$ cat config.mk
export PLATFORM = sky130hd
export DESIGN_NAME = lin2log_converter
export DESIGN_NICKNAME = d
export VERILOG_FILES = /design/src/rtl/lin2log_converter.sv
export SDC_FILE = /design/constraint.sdc
export NUM_CORES = 1
export LEC_CHECK = 0
export ABC_AREA = 1
export BUFFER_PORTS_ARGS = -buffer_cell sky130_fd_sc_hd__buf_4
export CAP_MARGIN = 20
export CORE_MARGIN = 5
export CORE_UTILIZATION = 35
export CTS_BUF_LIST = sky130_fd_sc_hd__clkbuf_4 sky130_fd_sc_hd__clkbuf_8
export DETAILED_ROUTE_END_ITERATION = 6
export SYNTH_ARGS = -nofsm -noshare
export SYNTH_HDL_FRONTEND = slang
export SYNTH_SLANG_ARGS = --single-unit
$ cat constraint.sdc
create_clock -name clk -period 3.4 [get_ports clk]
set_clock_uncertainty 0.2 [all_clocks]
set_input_delay 0.17 -clock clk [delete_from_list [all_inputs] [get_ports clk]]
set_output_delay 0.17 -clock clk [all_outputs]
set_load 0.005 [all_outputs]
$ cat src/rtl/lin2log_converter.sv
// ---------------------------------------------------------------------------
// lin2log_converter
//
// Purpose:
//   Converts a signed linear magnitude into the sign + 7.6 fixed-point
//   log-attenuation code consumed by the log->linear lookup. It is the
//   inverse of that lookup.
//   The integer part comes from a 7-step binary search over the shared
//   128-entry LOG2LIN table. The fractional part comes from a 6-step
//   restoring division that interpolates between the two table entries
//   that bracket the input.
//   Only one conversion is in flight at a time.
//
// Ports:
//   clk        in   1   single clock, all state on the rising edge
//   reset      in   1   asynchronous, active-low (0 = reset)
//   in_valid   in   1   request valid
//   in_ready   out  1   high only while idle; request taken on valid&&ready
//   in_sign    in   1   sign of the linear sample (1 = negative)
//   in_value   in   9   unsigned linear magnitude 0..511
//   out_valid  out  1   result valid, held until out_ready
//   out_ready  in   1   consumer accepts the result
//   out_addr   out  14  {sign, integer index[6:0], fraction[5:0]}
// ---------------------------------------------------------------------------

package vm2413;

  // Attenuation table shared with the log->linear path. Entries follow
  // 511 * 10^(-0.375 dB * i / 20), truncated, and the last entry is forced
  // to 0. The table is monotone non-increasing.
  localparam logic [8:0] LOG2LIN [0:127] = '{
    9'd511, 9'd489, 9'd468, 9'd448, 9'd429, 9'd411, 9'd394, 9'd377,
    9'd361, 9'd346, 9'd331, 9'd317, 9'd304, 9'd291, 9'd279, 9'd267,
    9'd256, 9'd245, 9'd234, 9'd224, 9'd215, 9'd206, 9'd197, 9'd189,
    9'd181, 9'd173, 9'd166, 9'd159, 9'd152, 9'd146, 9'd139, 9'd134,
    9'd128, 9'd122, 9'd117, 9'd112, 9'd107, 9'd103, 9'd99,  9'd94,
    9'd90,  9'd87,  9'd83,  9'd79,  9'd76,  9'd73,  9'd70,  9'd67,
    9'd64,  9'd61,  9'd59,  9'd56,  9'd54,  9'd51,  9'd49,  9'd47,
    9'd45,  9'd43,  9'd41,  9'd40,  9'd38,  9'd36,  9'd35,  9'd33,
    9'd32,  9'd30,  9'd29,  9'd28,  9'd27,  9'd25,  9'd24,  9'd23,
    9'd22,  9'd21,  9'd20,  9'd20,  9'd19,  9'd18,  9'd17,  9'd16,
    9'd16,  9'd15,  9'd14,  9'd14,  9'd13,  9'd13,  9'd12,  9'd11,
    9'd11,  9'd10,  9'd10,  9'd10,  9'd9,   9'd9,   9'd8,   9'd8,
    9'd8,   9'd7,   9'd7,   9'd7,   9'd6,   9'd6,   9'd6,   9'd5,
    9'd5,   9'd5,   9'd5,   9'd5,   9'd4,   9'd4,   9'd4,   9'd4,
    9'd4,   9'd3,   9'd3,   9'd3,   9'd3,   9'd3,   9'd3,   9'd3,
    9'd2,   9'd2,   9'd2,   9'd2,   9'd2,   9'd2,   9'd2,   9'd0
  };

endpackage

module lin2log_converter (
  input  logic        clk,
  input  logic        reset,
  input  logic        in_valid,
  output logic        in_ready,
  input  logic        in_sign,
  input  logic [8:0]  in_value,
  output logic        out_valid,
  input  logic        out_ready,
  output logic [13:0] out_addr
);

  typedef enum logic [2:0] {
    IDLE   = 3'd0,
    SEARCH = 3'd1,
    FETCH  = 3'd2,
    DIVIDE = 3'd3,
    DONE   = 3'd4
  } state_t;

  state_t      r_state;
  state_t      w_nextState;

  logic        r_sign;
  logic [8:0]  r_v;
  logic [6:0]  r_idx;
  logic [2:0]  r_bit;
  logic [8:0]  r_den;
  logic [9:0]  r_rem;
  logic [5:0]  r_quo;
  logic [13:0] r_outAddr;

  logic [6:0]  w_cand;
  logic        w_candOk;
  logic [8:0]  w_hi;
  logic [8:0]  w_lo;
  logic [8:0]  w_num;
  logic [8:0]  w_den;
  logic [9:0]  w_remShift;
  logic        w_subOk;
  logic [9:0]  w_remNext;
  logic [5:0]  w_quoNext;

  // Binary search step. Bit r_bit is tentatively set in the index. It is
  // kept when the candidate stays inside 0..126 and its table entry still
  // covers v. Index 127 is excluded so that FETCH always has a valid upper
  // neighbour at idx+1.
  always_comb begin
    w_cand   = r_idx | (7'd1 << r_bit);
    w_candOk = (w_cand <= 7'd126) && (vm2413::LOG2LIN[w_cand] >= r_v);
  end

  // Interpolation operands. These are 9-bit unsigned values.
  // For v >= 1 the bracket satisfies lo < v <= hi, so num < den and den >= 1.
  always_comb begin
    w_hi  = vm2413::LOG2LIN[r_idx];
    w_lo  = vm2413::LOG2LIN[r_idx + 7'd1];
    w_num = w_hi - r_v;
    w_den = w_hi - w_lo;
  end

  // One restoring-division step, MSB first. The remainder is 10 bits wide
  // so that the doubled remainder never overflows before it is compared
  // against the divisor.
  always_comb begin
    w_remShift = r_rem << 1;
    w_subOk    = (w_remShift >= {1'b0, r_den});
    w_remNext  = w_subOk ? (w_remShift - {1'b0, r_den}) : w_remShift;
    w_quoNext  = {r_quo[4:0], w_subOk};
  end

  // State register.
  always_ff @(posedge clk or negedge reset) begin
    if (!reset) begin
      r_state <= IDLE;
    end else begin
      r_state <= w_nextState;
    end
  end

  // Next-state logic and handshake outputs. The block is ready only while
  // IDLE, so a result cannot be handed off and a new request accepted in
  // the same cycle.
  always_comb begin
    w_nextState = r_state;
    in_ready    = 1'b0;
    out_valid   = 1'b0;
    case (r_state)
      IDLE: begin
        in_ready = 1'b1;
        if (in_valid) begin
          w_nextState = SEARCH;
        end
      end
      SEARCH: begin
        if (r_bit == 3'd0) begin
          w_nextState = FETCH;
        end
      end
      FETCH: begin
        w_nextState = DIVIDE;
      end
      DIVIDE: begin
        if (r_bit == 3'd0) begin
          w_nextState = DONE;
        end
      end
      DONE: begin
        out_valid = 1'b1;
        if (out_ready) begin
          w_nextState = IDLE;
        end
      end
      default: begin
        w_nextState = IDLE;
      end
    endcase
  end

  // Datapath registers. r_bit is reused: it counts 6..0 during SEARCH and
  // 5..0 during DIVIDE.
  // The output code is captured on the last divide step, so it holds
  // steady for as long as the consumer stalls.
  // For v == 0 the full search and division still run, which keeps the
  // latency fixed. Only the captured code is replaced with maximum
  // attenuation.
  always_ff @(posedge clk or negedge reset) begin
    if (!reset) begin
      r_sign    <= 1'b0;
      r_v       <= 9'd0;
      r_idx     <= 7'd0;
      r_bit     <= 3'd0;
      r_den     <= 9'd0;
      r_rem     <= 10'd0;
      r_quo     <= 6'd0;
      r_outAddr <= 14'd0;
    end else begin
      case (r_state)
        IDLE: begin
          if (in_valid) begin
            r_sign <= in_sign;
            r_v    <= in_value;
            r_idx  <= 7'd0;
            r_bit  <= 3'd6;
          end
        end
        SEARCH: begin
          if (w_candOk) begin
            r_idx <= w_cand;
          end
          if (r_bit != 3'd0) begin
            r_bit <= r_bit - 3'd1;
          end
        end
        FETCH: begin
          r_rem <= {1'b0, w_num};
          r_den <= w_den;
          r_quo <= 6'd0;
          r_bit <= 3'd5;
        end
        DIVIDE: begin
          r_rem <= w_remNext;
          r_quo <= w_quoNext;
          if (r_bit == 3'd0) begin
            if (r_v == 9'd0) begin
              r_outAddr <= {r_sign, 13'h1FFF};
            end else begin
              r_outAddr <= {r_sign, r_idx, w_quoNext};
            end
          end else begin
            r_bit <= r_bit - 3'd1;
          end
        end
        default: begin
        end
      endcase
    end
  end

  assign out_addr = r_outAddr;

endmodule

# [After elaboration in Yosys (flattened, before gate mapping)]
# Memories as Yosys holds them, arrays and structs flattened.
# Index checks and enable logic that the tools add are counted.
[totals] mem_count=3 reg_bits=60 rom_bits=3456 elab_cells=76 output_inout_bits=16
[classes] bitwise_logic=4 shift=1 n_addsub=5 eq_ne=11 mux=24 magnitude_cmp=6 n_reduce_logical=13
[mem_list] name="(name not given)" depth=128 width=9 rd=1 rd_clocked_by_memory_dff=0 write_ports=0 line="108" rtl="w_lo = vm2413::LOG2LIN[r_idx + 7'd1];"
[mem_list] name="(name not given)" depth=128 width=9 rd=1 rd_clocked_by_memory_dff=0 write_ports=0 line="107" rtl="w_hi = vm2413::LOG2LIN[r_idx];"
[mem_list] name="(name not given)" depth=128 width=9 rd=1 rd_clocked_by_memory_dff=0 write_ports=0 line="101" rtl="w_candOk = (w_cand <= 7'd126) && (vm2413::LOG2LIN[w_cand] >= r_v);"
[op_table] cell="2-to-1 mux 9 bit" n=7
[op_table] cell="subtractor 9 bit" n=3
[op_table] cell="greater-or-equal comparator 8 bit, second input constant" n=3
[op_table] cell="NOT 7 -> 8 bit" n=3
[op_table] cell="2-to-1 mux 3 bit" n=7
[op_table] cell="case mux 9 bit (2 select lines)" n=1
[op_table] cell="case mux 3 bit (5 select lines)" n=1
[op_table] cell="2-to-1 mux 7 bit" n=2
[op_table] cell="!= test 2 bit, second input constant" n=7
[op_table] cell="case mux 7 bit (2 select lines)" n=1
[op_table] cell="2-to-1 mux 13 bit" n=1
[op_table] cell="case mux 3 bit (4 select lines)" n=1
[op_table] cell="greater-or-equal comparator 10 x 9 -> 1 bit" n=1
[op_table] cell="case mux 5 bit (2 select lines)" n=1
[op_table] cell="greater-or-equal comparator 9 bit" n=1
[op_table] cell="logical NOT 9 bit" n=1
[op_table] cell="AND reduction 4 bit" n=2
[op_table] cell="adder 7 x 1 -> 7 bit, second input constant" n=1
[op_table] cell="less-or-equal comparator 7 bit, second input constant" n=1
[op_table] cell="bitwise OR 7 bit" n=1
[op_table] cell="<< shifter 1 x 3 -> 7 bit, first input constant" n=1
[op_table] cell="== test 3 x 2 -> 1 bit, second input constant" n=2
[op_table] cell="logical NOT 3 bit" n=2
[op_table] cell="AND reduction 2 bit" n=2
[op_table] cell="other kinds (9)" n=11

# [Longest topological paths before layout]
# Gate-level depths: netlist of the first run.
[logic_depth] word_depth=10 ltp_mapped=25 mapped_depth_nobuf=24

# [Least setup slack after synthesis of the first run]
# No wires, ideal clock.
[synth_path] kind="register to register" start="register r_idx[0]" end="register r_den[8]" t_arrival_ns=3.188 setup_time_ns=0.117 path_slack_ns=-0.105 synth_period_minus_slack_ns=3.505 path_stages_with_launch=22 path_cell_list="dfrtp_1 > ha_1 > buf_2 > inv_1 > ha_1 > inv_1 > clkbuf_1 > nand2_1 > nand2_1 > o21ai_0 > nand2_1 > nand3_1 > nand2_1 > nor2_1 > ha_1 > fa_1 > o21ai_0 > nand3_1 > nand3_1 > nand3_1 > nand3_1 > nand2_1"
[synth_via] elab_chain_len=6 elab_cells_between_ends=10
[synth_lines] element="start: declaration" line="77" rtl="logic [6:0] r_idx;"
[synth_lines] element="start signal: assignment" line="200" rtl="r_idx <= w_cand;"
[synth_lines] element="adder 7 x 1 -> 7 bit" line="108"
[synth_lines] element="NOT 7 -> 8 bit (not written as such)" line="108"
[synth_lines] element="memory (128 x 9 bit)"
[synth_lines] element="2-to-1 mux 9 bit (not written as such) (2 in a row)" line="108"
[synth_lines] element="subtractor 9 bit (*)" line="110" rtl="w_den = w_hi - w_lo;"
[synth_lines] element="end signal: assignment" line="208" rtl="r_den <= w_den;"
[synth_lines] element="end: declaration" line="79" rtl="logic [8:0] r_den;"
# Every way passes the cells marked *; elsewhere a longest branch is shown, timed or not. The select of a mux whose other input is x is not followed.
# A chain may end at the register's enable or synchronous reset.

# [Worst setup path after layout of the first run]
[layout_path] start="register r_bit[0]" end="register r_idx[1]"
[layout_via] elab_chain_len=10 elab_cells_between_ends=13
[layout_lines] element="start: declaration" line="78" rtl="logic [2:0] r_bit;"
[layout_lines] element="start signal: assignment" line="203" rtl="r_bit <= r_bit - 3'd1;"
[layout_lines] element="start signal: assignment" line="222" rtl="r_bit <= r_bit - 3'd1;"
[layout_lines] element="<< shifter 1 x 3 -> 7 bit (*)" line="100" rtl="w_cand = r_idx | (7'd1 << r_bit);"
[layout_lines] element="bitwise OR 7 bit (*)" line="100"
[layout_lines] element="NOT 7 -> 8 bit (not written as such)" line="101"
[layout_lines] element="memory (128 x 9 bit)"
[layout_lines] element="2-to-1 mux 9 bit (not written as such) (2 in a row)" line="101"
[layout_lines] element="greater-or-equal comparator 9 bit" line="101"
[layout_lines] element="logical AND 1 bit" line="101"
[layout_lines] element="!= test 2 bit (no line)"
[layout_lines] element="AND reduction 3 bit (no line)"
# Marked as above.

==> impl_results.md, run 1 <==
* Area after DPL at 0.00785 sq mm
* Crit path DAT at 3.46 ns
* Global-route wire length before repair at between 30 and 40 mm
* Sequential area share after synthesis at approximately 22%
* Nets at between 1000 and 1500
* Relative slew slack at 46.6%
* Commonest cells post-synth: nand2_1, inv_1, nand3_1, nor2_1, o21ai_0
* Die H at 149 um
* Setup WS pre-CTS at -0.130 ns
* FF-to-FF setup slack at ~0.038 ns
* Worst-path clk slew at about 0.07 ns
* Total Routing Usage GR at between 10% and 20%
* Fin crit period at 3.36 ns
* Yosys reg bits at 60
* H-tree depth at 3
* Ys async rst share at between 90% and 100%
* Worst r2r src: r_bit[0]
* Synthesis warning total at 0
* GPL Wtd Cong at 0.954
* Grt peak-use layer: met2
* Worst min-delay path class: input pin to asynchronous set/reset pin
* Main synth FF type: dfrtp_1
* Largest net degree at the start of global routing at 61
* Site row count at 50
* Clock sinks at 60
* Max Clock Freq at just under 300 MHz
* Drt first pass iters at 5
* Setup ws final at 0.0383 ns
* RSZ-0062 raised after global routing: yes
* Die area at about 0.022 sq mm
* Yosys top cell area share at approximately 22%
* EDFF count, synth at 0
* Area taken by multi-input logic gates at between 0.004 and 0.005 sq mm
* Mapped Nets at 1182
* FF/Latch Area at about 0.0015 sq mm
* Design area at about 0.0088 sq mm
* Top post-synthesis cells by area: dfrtp_1, nand2_1, ha_1
* Dominant cell by count in the synthesized netlist: nand2_1
* Initial Utilization at between 30% and 40%
* Max-slew violation count at 0
* Status: complete, no violations
* Reg2Reg Depth at 21
* Avg WL per Cell at about 14 um
* Hold Vio Cnt, Final at 0
* CTS tree: done
* DR vias at 7639
* CTS Buffer Depth at 2
* Die Width at roughly 150 um
* Final setup violation count at 0
* Io pins at 30
* Netlist cell types at 41
* Post-synthesis area per instance at between 6 and 7 sq um
* Num CTS Buffers at 9
* Max_cap viols at 0
* Worst-Skew Late Latency at approximately 0.36 ns
* Met2 usage at about 33%
* Layout cell share with drive strength beyond 1 at approximately 23%
* Vias in the first global route at between 7000 and 8000
* Startpoint Class: register
* Critical R2R Capture: r_idx[1]
* CP Max Fanout at 8
* Total wire length at between 20 and 25 mm
* Synth area leader: dfrtp_1
* Post-Syn Area at 0.00676 sq mm
* Kind of critical path: register to register
* Final HPWL DP at around 17 mm
* # DRC at 0
* Initial DRC count at 547
* Antenna violations before repair at 0
* Core region area at 0.0188 sq mm
* DRT antenna net count at 0
* M1 GR Usage at approximately a quarter
* Tightest Pin Transition at ~0.8 ns
* Input/output buffers at 29
* GRT met3 Usage at between 3 and 4%
* Fillcell total at 1917
* Detailed-route vias per instance at approximately 5.1
* CP endpoint kind: register
* Cell count after synthesis at 1109
* Root Buffer: clkbuf_8
* GRT overflow at 0
* Fin crit share at a little over nine tenths
* Layout area overhead at 30.0%
* ANT cells at 0
* Critical path required time at around 3.5 ns
==> worst max-delay path, cell delays in order, from the launching register on <==
cell and delay, ns:
dfrtp_1 0.41, buf_6 0.12, ha_4 0.14, inv_2 0.04, o21ai_4 0.26, ha_4 0.26
buf_4 0.13, nand3_1 0.10, nand3_1 0.09, o21ai_0 0.23, nand2_1 0.08, nand2_1 0.08
nor2_2 0.05, ha_1 0.27, nand2_1 0.06, nor2_2 0.10, nand3b_1 0.09, nand4_1 0.15
nand3_4 0.16, nand2_4 0.15, nand2_1 0.07, nand2_1 0.05
==> stage by stage <==
| step | hold WS (ns) | util [%] | cells | setup TNS (ns) |
|---|---|---|---|---|
| floorplan | -0.326 | - | 1109 | 0 |
| global placement | 0.103 | 41.7 | 1457 | -0.961 |
| detailed placement | 0.103 | 41.7 | 1457 | -0.964 |
| CTS | 0.264 | 43.8 | 1487 | 0 |
| global route | 0.305 | 46.6 | 1501 | -1.18 |
| finish | 0.211 | 46.6 | 1501 | 0 |
==> routing by layer <==
layer | share of wire [%] | vias to the layer above
met2 | 47 | 234
met4 | 1.9 | 0
li1 | - | 3894
met5 | 0 | -
met1 | 46 | 3472
met3 | 5.4 | 39
==> cell type report <==
cell class / count / share of cell area [%]
clock buffer: 10 / 1.57
clock inverter: 5 / 0.598
multi-input combinational: 874 / 56.4
sequential: 60 / 17.1
inverter: 134 / 5.91
tap: 260 / 3.70
timing repair buffer: 158 / 14.8
==> layout by cell type (no fill, tap or decap), types with 6 or more instances in the layout <==
cell type,n
dfrtp_1,60
buf_4,135
clkbuf_8,10
ha_1,39
nand3b_1,6
nor2_2,7
a21oi_2,12
nand4_1,11
dlygate4sd3_1,13
o211ai_1,18
ha_4,10
inv_2,15
o21ai_0,60
nand2_1,324
inv_1,112
a21oi_1,59
nor2_1,86
xor2_1,9
nor2_4,7
ha_2,7
nand2_2,26
buf_6,6
nand3_1,112
nand3_2,10
o21ai_1,19
==> logic make-up after synthesis <==
family	after synthesis	synth area share (%)
and+or+nand+nor	607	38.1
AOI/OAI and AO/OA	195	15.9
buffers and inverters	175	10.8
DFF	60	22.2
adders and majority gates	59	11.3
xor gates and xnor gates	13	1.69
==> flip-flops by register name (all words and copies together) (netlist names) <==
register / cells
r_rem: 9
r_state: 3
r_bit: 3
r_den: 9
out_addr: 14
r_v: 9
r_quo: 5
r_idx: 7
r_sign: 1
==> what timing repair did <==
item | 4_1_cts | 5_1_grt
hold endpoints to repair | 72 | 0
buffers inserted | 2 | 13
hold buffers | 13 | 0
gates resized for setup | 14 | 128
cloned | 0 | 1
endpoints found under the setup margin | 12 | 20
pin swaps | 2 | 39
==> how the worst max path moves through the flow <==
stage,startpoint,end,slack (ns),cells past startpoint
floorplan,r_idx[0],r_den[8],0.002,20
global route,r_idx[0],r_den[8],-0.13,19
CTS,r_bit[0],r_idx[6],0.004,23
global placement,r_bit[0],r_idx[6],-0.13,22
finish,r_bit[0],r_idx[1],0.04,21
detailed placement,r_bit[0],r_idx[6],-0.13,22
Power of run 1 is left out: the tool's default activity adds up to more than one toggle a clock period on the data nets, which glitch-free logic cannot reach.
==> run 2, diff against run 1 <==
- CORE_ASPECT_RATIO: unset -> 0.9
- HOLD_SLACK_MARGIN: unset -> 0.05
==> impl_results.md, run 2 (synthesis results as in run 1) <==
* Max Clock Freq at between 200 and 300 MHz
* Final setup violation count at 0
* DRT antenna net count at 0
* Cell mode on critical path: nand2_1
* Worst-Skew Late Latency at between 0.3 and 0.4 ns
* Drt first pass iters at 5
* Die area at 0.0222 sq mm
* Critical Path Start: r_bit[1]
* Max-slew violation count at 0
* Input/output buffers at 29
* Most frequent cells in the layout: nand2_1, buf_4, nand3_1, inv_1, nor2_1
* ANT cells at 0
* GRT overflow at 0
* Placed instance count at roughly 1400
* Root Buffer: clkbuf_8
* Non-Filler Instances at 1484
* Worst-path clk slew at about 0.09 ns
* Max_cap viols at 0
* Total Routing Usage GR at a little under a fifth
* GPL Wtd Cong at slightly above 0.9
* Tightest Pin Transition at between 0.7 and 0.8 ns
* Vias in the first global route at 7219
* Final HPWL DP at between 15 and 20 mm
* CTS Buffer Depth at 2
* CTS tree: done
* Num CTS Buffers at 9
* Fin crit period at around 3.4 ns
* Max FFs per register at 14
* Reg2Reg Depth at 22
* Startpoint Class: register
* H-tree depth at 3
* Worst min-delay path class: input pin to asynchronous set/reset pin
* Slowest stage delay, CP at 0.40 ns
* DR vias at around 7600
* Slowest stage cell, crit path: dfrtp_1
* Die H at about 140 um
* Fin crit share at 98.6%
* Largest net degree at the start of global routing at 61
* Initial Utilization at 35.4%
* Hold Vio Cnt, Final at 0
* Global-route wire length before repair at about 35 mm
* Fillcell total at about 2000
* Total wire length at approximately 21 mm
* Avg WL per Cell at around 14 um
* FF-to-FF setup slack at just under 0.05 ns
* Initial DRC count at approximately 520
* Crit-path cells: inv_2, ha_4, inv_2, o21ai_2, buf_6, ha_4, nand2_2, o21ai_1, nand2_1, nand2_2, o211ai_1, nand2_1, nor2_2, ha_4, a21oi_2, o21ai_1, nand2_1, nand4_1, nand3_4, nand2_4, nand2_1, nand2_1
* Kind of critical path: register to register
* Status: complete, no violations
* Relative slew slack at between 40% and 50%
* CP Max Fanout at 7
* CP endpoint kind: register
* Site row count at 48
* RSZ-0062 raised after global routing: yes
* Worst r2r src: r_bit[1]
* # DRC at 0
* Critical path required time at 3.44 ns
* Crit path DAT at between 3 and 4 ns
* Die Width at approximately 160 um
* Layout cell share with drive strength beyond 1 at between 20% and 30%
* Nets at around 1300
* Io pins at 30
* Detailed-route vias per instance at between 5 and 6
* Clock sinks at 60
* Antenna violations before repair at 0
* Area after DPL at 0.00780 sq mm
* Layout area overhead at 28.4%
* Most common cell after layout, fill and taps aside: nand2_1
* Core region area at around 0.019 sq mm
* Design area at roughly 0.0087 sq mm
-- run 2: through the flow --
step / setup slack [ns] / util, % / TNS [ns] / hold slack [ns]
floorplan: 0.00233 / - / 0 / -0.326
global placement: -0.00890 / 40.8 / -0.00890 / 0.0783
detailed placement: -0.0165 / 40.8 / -0.0293 / 0.0979
CTS: 0.00407 / 42.7 / 0 / 0.258
global route: -0.145 / 45.4 / -1.06 / 0.301
finish: 0.0487 / 45.4 / 0 / 0.206
-- run 2: what timing repair did --
action | in CTS | in global routing
pin swaps | 2 | 39
endpoints found under the setup margin | 11 | 19
gates resized for setup | 7 | 118
setup buffers | 0 | 13
hold buffers | 13 | 0
cloned | 0 | 1
hold endpoints to repair | 73 | 0
-- run 2: final cells by class --
class,count,area [sq um],area share (%)
clock inverters,7,82.6,0.952
repair buffers,150,1260,14.5
inverters,134,522,6.01
flip-flops and latches,60,1500,17.3
clock buffers,9,124,1.43
well taps,250,313,3.61
multi-input cells,874,4870,56.1
-- run 2: per-layer routing --
metal  up-vias  part of all wire, %  track usage (%)  wire length [um]
met1      3531                   49             27.5             10300
met2       217                   45             30.6              9470
met5         -                    0                0                 0
met3        24                  4.8             2.65              1010
li1       3869                    -                -                 -
met4         0                  1.2             3.93               252
-- run 2: path summary, 6_finish.rpt --
| check | endpoint |
|---|---|
| max | r_idx[3] |
| max in group asynchronous | r_idx[1] |
| min in group clk | r_den[5] |
| min | r_den[5] |
| max reg2reg | r_idx[3] |
| min reg2reg | r_den[5] |
-- run 2: worst max-delay path: cells and delay by family (launching register included) --
family	cells	cell delay, ns
AOI/OAI and AO/OA	5	0.56
and+or+nand+nor	11	1.15
DFF	1	0.40
buffers and inverters	3	0.31
adders and majority gates	3	0.62
Power of run 2 is left out for the same reason.
==> run 3, diff against run 2 <==
- RECOVER_POWER: unset -> 100
==> impl_results.md, run 3 (synthesis results as in run 1) <==
* DRT antenna net count at 0
* Total Routing Usage GR at between 10% and 20%
* Die Width at between 150 and 200 um
* Detailed-route vias per instance at slightly above 5
* Tightest Pin Transition at around 1.5 ns
* Cell mode on critical path: nand2_1
* Worst Path Buf+Inv at 3
* GRT overflow at 0
* Num CTS Buffers at 9
* ANT cells at 0
* Io pins at 30
* Kind of critical path: register to register
* Die H at about 140 um
* Total wire length at 21.0 mm
* Most common cell after layout, fill and taps aside: nand2_1
* Final setup violation count at 0
* Clock sinks at 60
* GPL Wtd Cong at around 0.93
* Worst min-delay path class: register to register
* CTS tree: done
* Crit-path cells: inv_2, ha_4, inv_2, o21ai_2, buf_6, ha_4, nand2_2, o21ai_1, nand2_1, nand2_2, o211ai_1, nand2_1, nor2_2, ha_4, a21oi_2, o21ai_1, nand2_1, nand4_1, nand3_4, nand2_4, nand2_1, nand2_1
* Setup TNS at 0 ns
* Layout area overhead at 28.1%
* Worst-Skew Late Latency at 0.36 ns
* Vias in the first global route at 7219
* Core region area at between 0.015 and 0.02 sq mm
* RSZ-0062 raised after global routing: yes
* Max_cap viols at 1
* Hold Vio Cnt, Final at 0
* Critical path required time at about 3.4 ns
* Fin crit share at 98.4%
* Startpoint Class: register
* Max FFs per register at 14
* Placed instance count at 1441
* Crit path DAT at ~3.4 ns
* # DRC at 0
* Antenna violations before repair at 0
* Largest net degree at the start of global routing at roughly 60
* Slowest stage delay, CP at ~0.40 ns
* Max Clock Freq at ~300 MHz
* Cell count of the worst hold path at 2
* Worst-path clk slew at approximately 0.090 ns
* H-tree depth at 3
* WP depth at 22
* Drt first pass iters at 5
* Max-slew violation count at 50
* Failing checks: capacitance limit, slew limit
* Global-route wire length before repair at around 35 mm
* Initial Utilization at a little over a third
* Site row count at between 40 and 50
* Root Buffer: clkbuf_8
* Nets at ~1300
* Status: finished with violations
* DR vias at roughly 7700
* CTS Buffer Depth at 2
* CP endpoint kind: register
* CP Max Fanout at 7
* Final HPWL DP at approximately 16 mm
* Largest delay share family, worst path: simple AND/OR/NAND/NOR gates
* Initial DRC count at approximately 490
* Most frequent cells in the layout: nand2_1, nand3_1, inv_1, buf_4, nor2_1
* Input/output buffers at 29
* Slowest stage cell, crit path: dfrtp_1
* Reg2Reg Depth at 22
* Final core utilization at between 40% and 50%
* Die area at roughly 0.022 sq mm
* Non-Filler Instances at between 1000 and 1500
* Design area at around 0.0087 sq mm
* Avg WL per Cell at ~14 um
* Area after DPL at about 0.008 sq mm
* Layout cell share with drive strength beyond 1 at between 20% and 30%
* Relative slew slack at -0.310%
* Fin crit period at 3.35 ns
run 3: cell types whose count changed in the layout (fill, tap and decap cells not counted), sizes merged:
cell | before | now
buf | 136 | 120
clkbuf | 10 | 26
run 3: cell type report:
| cell class | count | area, sq um |
|---|---|---|
| well taps | 250 | 313 |
| inverters | 134 | 522 |
| multi-input cells | 874 | 4870 |
| flip-flops and latches | 60 | 1500 |
| clock buffers | 9 | 124 |
| fillers | 2000 | 10400 |
| clock inverters | 7 | 82.6 |
| repair buffers | 150 | 1240 |
run 3: worst register-to-register path: stages, from the launching register on:
cell and delay [ns]:
dfrtp_1 0.40, inv_2 0.12, ha_4 0.18, inv_2 0.04, o21ai_2 0.13, buf_6 0.15
ha_4 0.21, nand2_2 0.05, o21ai_1 0.05, nand2_1 0.12, nand2_2 0.08, o211ai_1 0.18
nand2_1 0.09, nor2_2 0.16, ha_4 0.23, a21oi_2 0.12, o21ai_1 0.07, nand2_1 0.06
nand4_1 0.19, nand3_4 0.17, nand2_4 0.09, nand2_1 0.09, nand2_1 0.05
run 3: final timing paths:
kind | end | startpoint | slack (ns)
max | r_idx[3] | r_bit[1] | 0.05
min | out_addr[13] | out_addr[13] | 0.30
max reg2reg | r_idx[3] | r_bit[1] | 0.05
min reg2reg | out_addr[13] | out_addr[13] | 0.30
max in group asynchronous | r_idx[1] | reset | 1.46
min in group asynchronous | r_den[5] | reset | 0.49
run 3: metal layers:
metal | share of wire (%) | routed length (um) | up-vias | GRT usage, %
li1 | - | - | 3869 | -
met1 | 49 | 10300 | 3543 | 27.5
met2 | 45 | 9460 | 219 | 30.6
met3 | 4.6 | 961 | 28 | 2.65
met4 | 1.2 | 262 | 0 | 3.93
met5 | 0 | 0 | - | 0
run 3: metrics by stage:
step / hold WS [ns] / setup WS [ns]
3_3_place_gp: 0.0783 / -0.00890
4_1_cts: 0.258 / 0.00407
6_report: 0.297 / 0.0533
2_1_floorplan: -0.326 / 0.00233
5_1_grt: 0.340 / -0.145
3_5_place_dp: 0.0979 / -0.0165
run 3: what timing repair did:
action,4_1_cts,5_1_grt
setup endpoints to repair,11,19
pin swaps,2,39
buffers inserted,0,13
resized for setup,7,118
hold buffers,13,0
endpoints found under the hold margin,73,0
cloned,0,1
Power of run 3 is left out for the same reason.
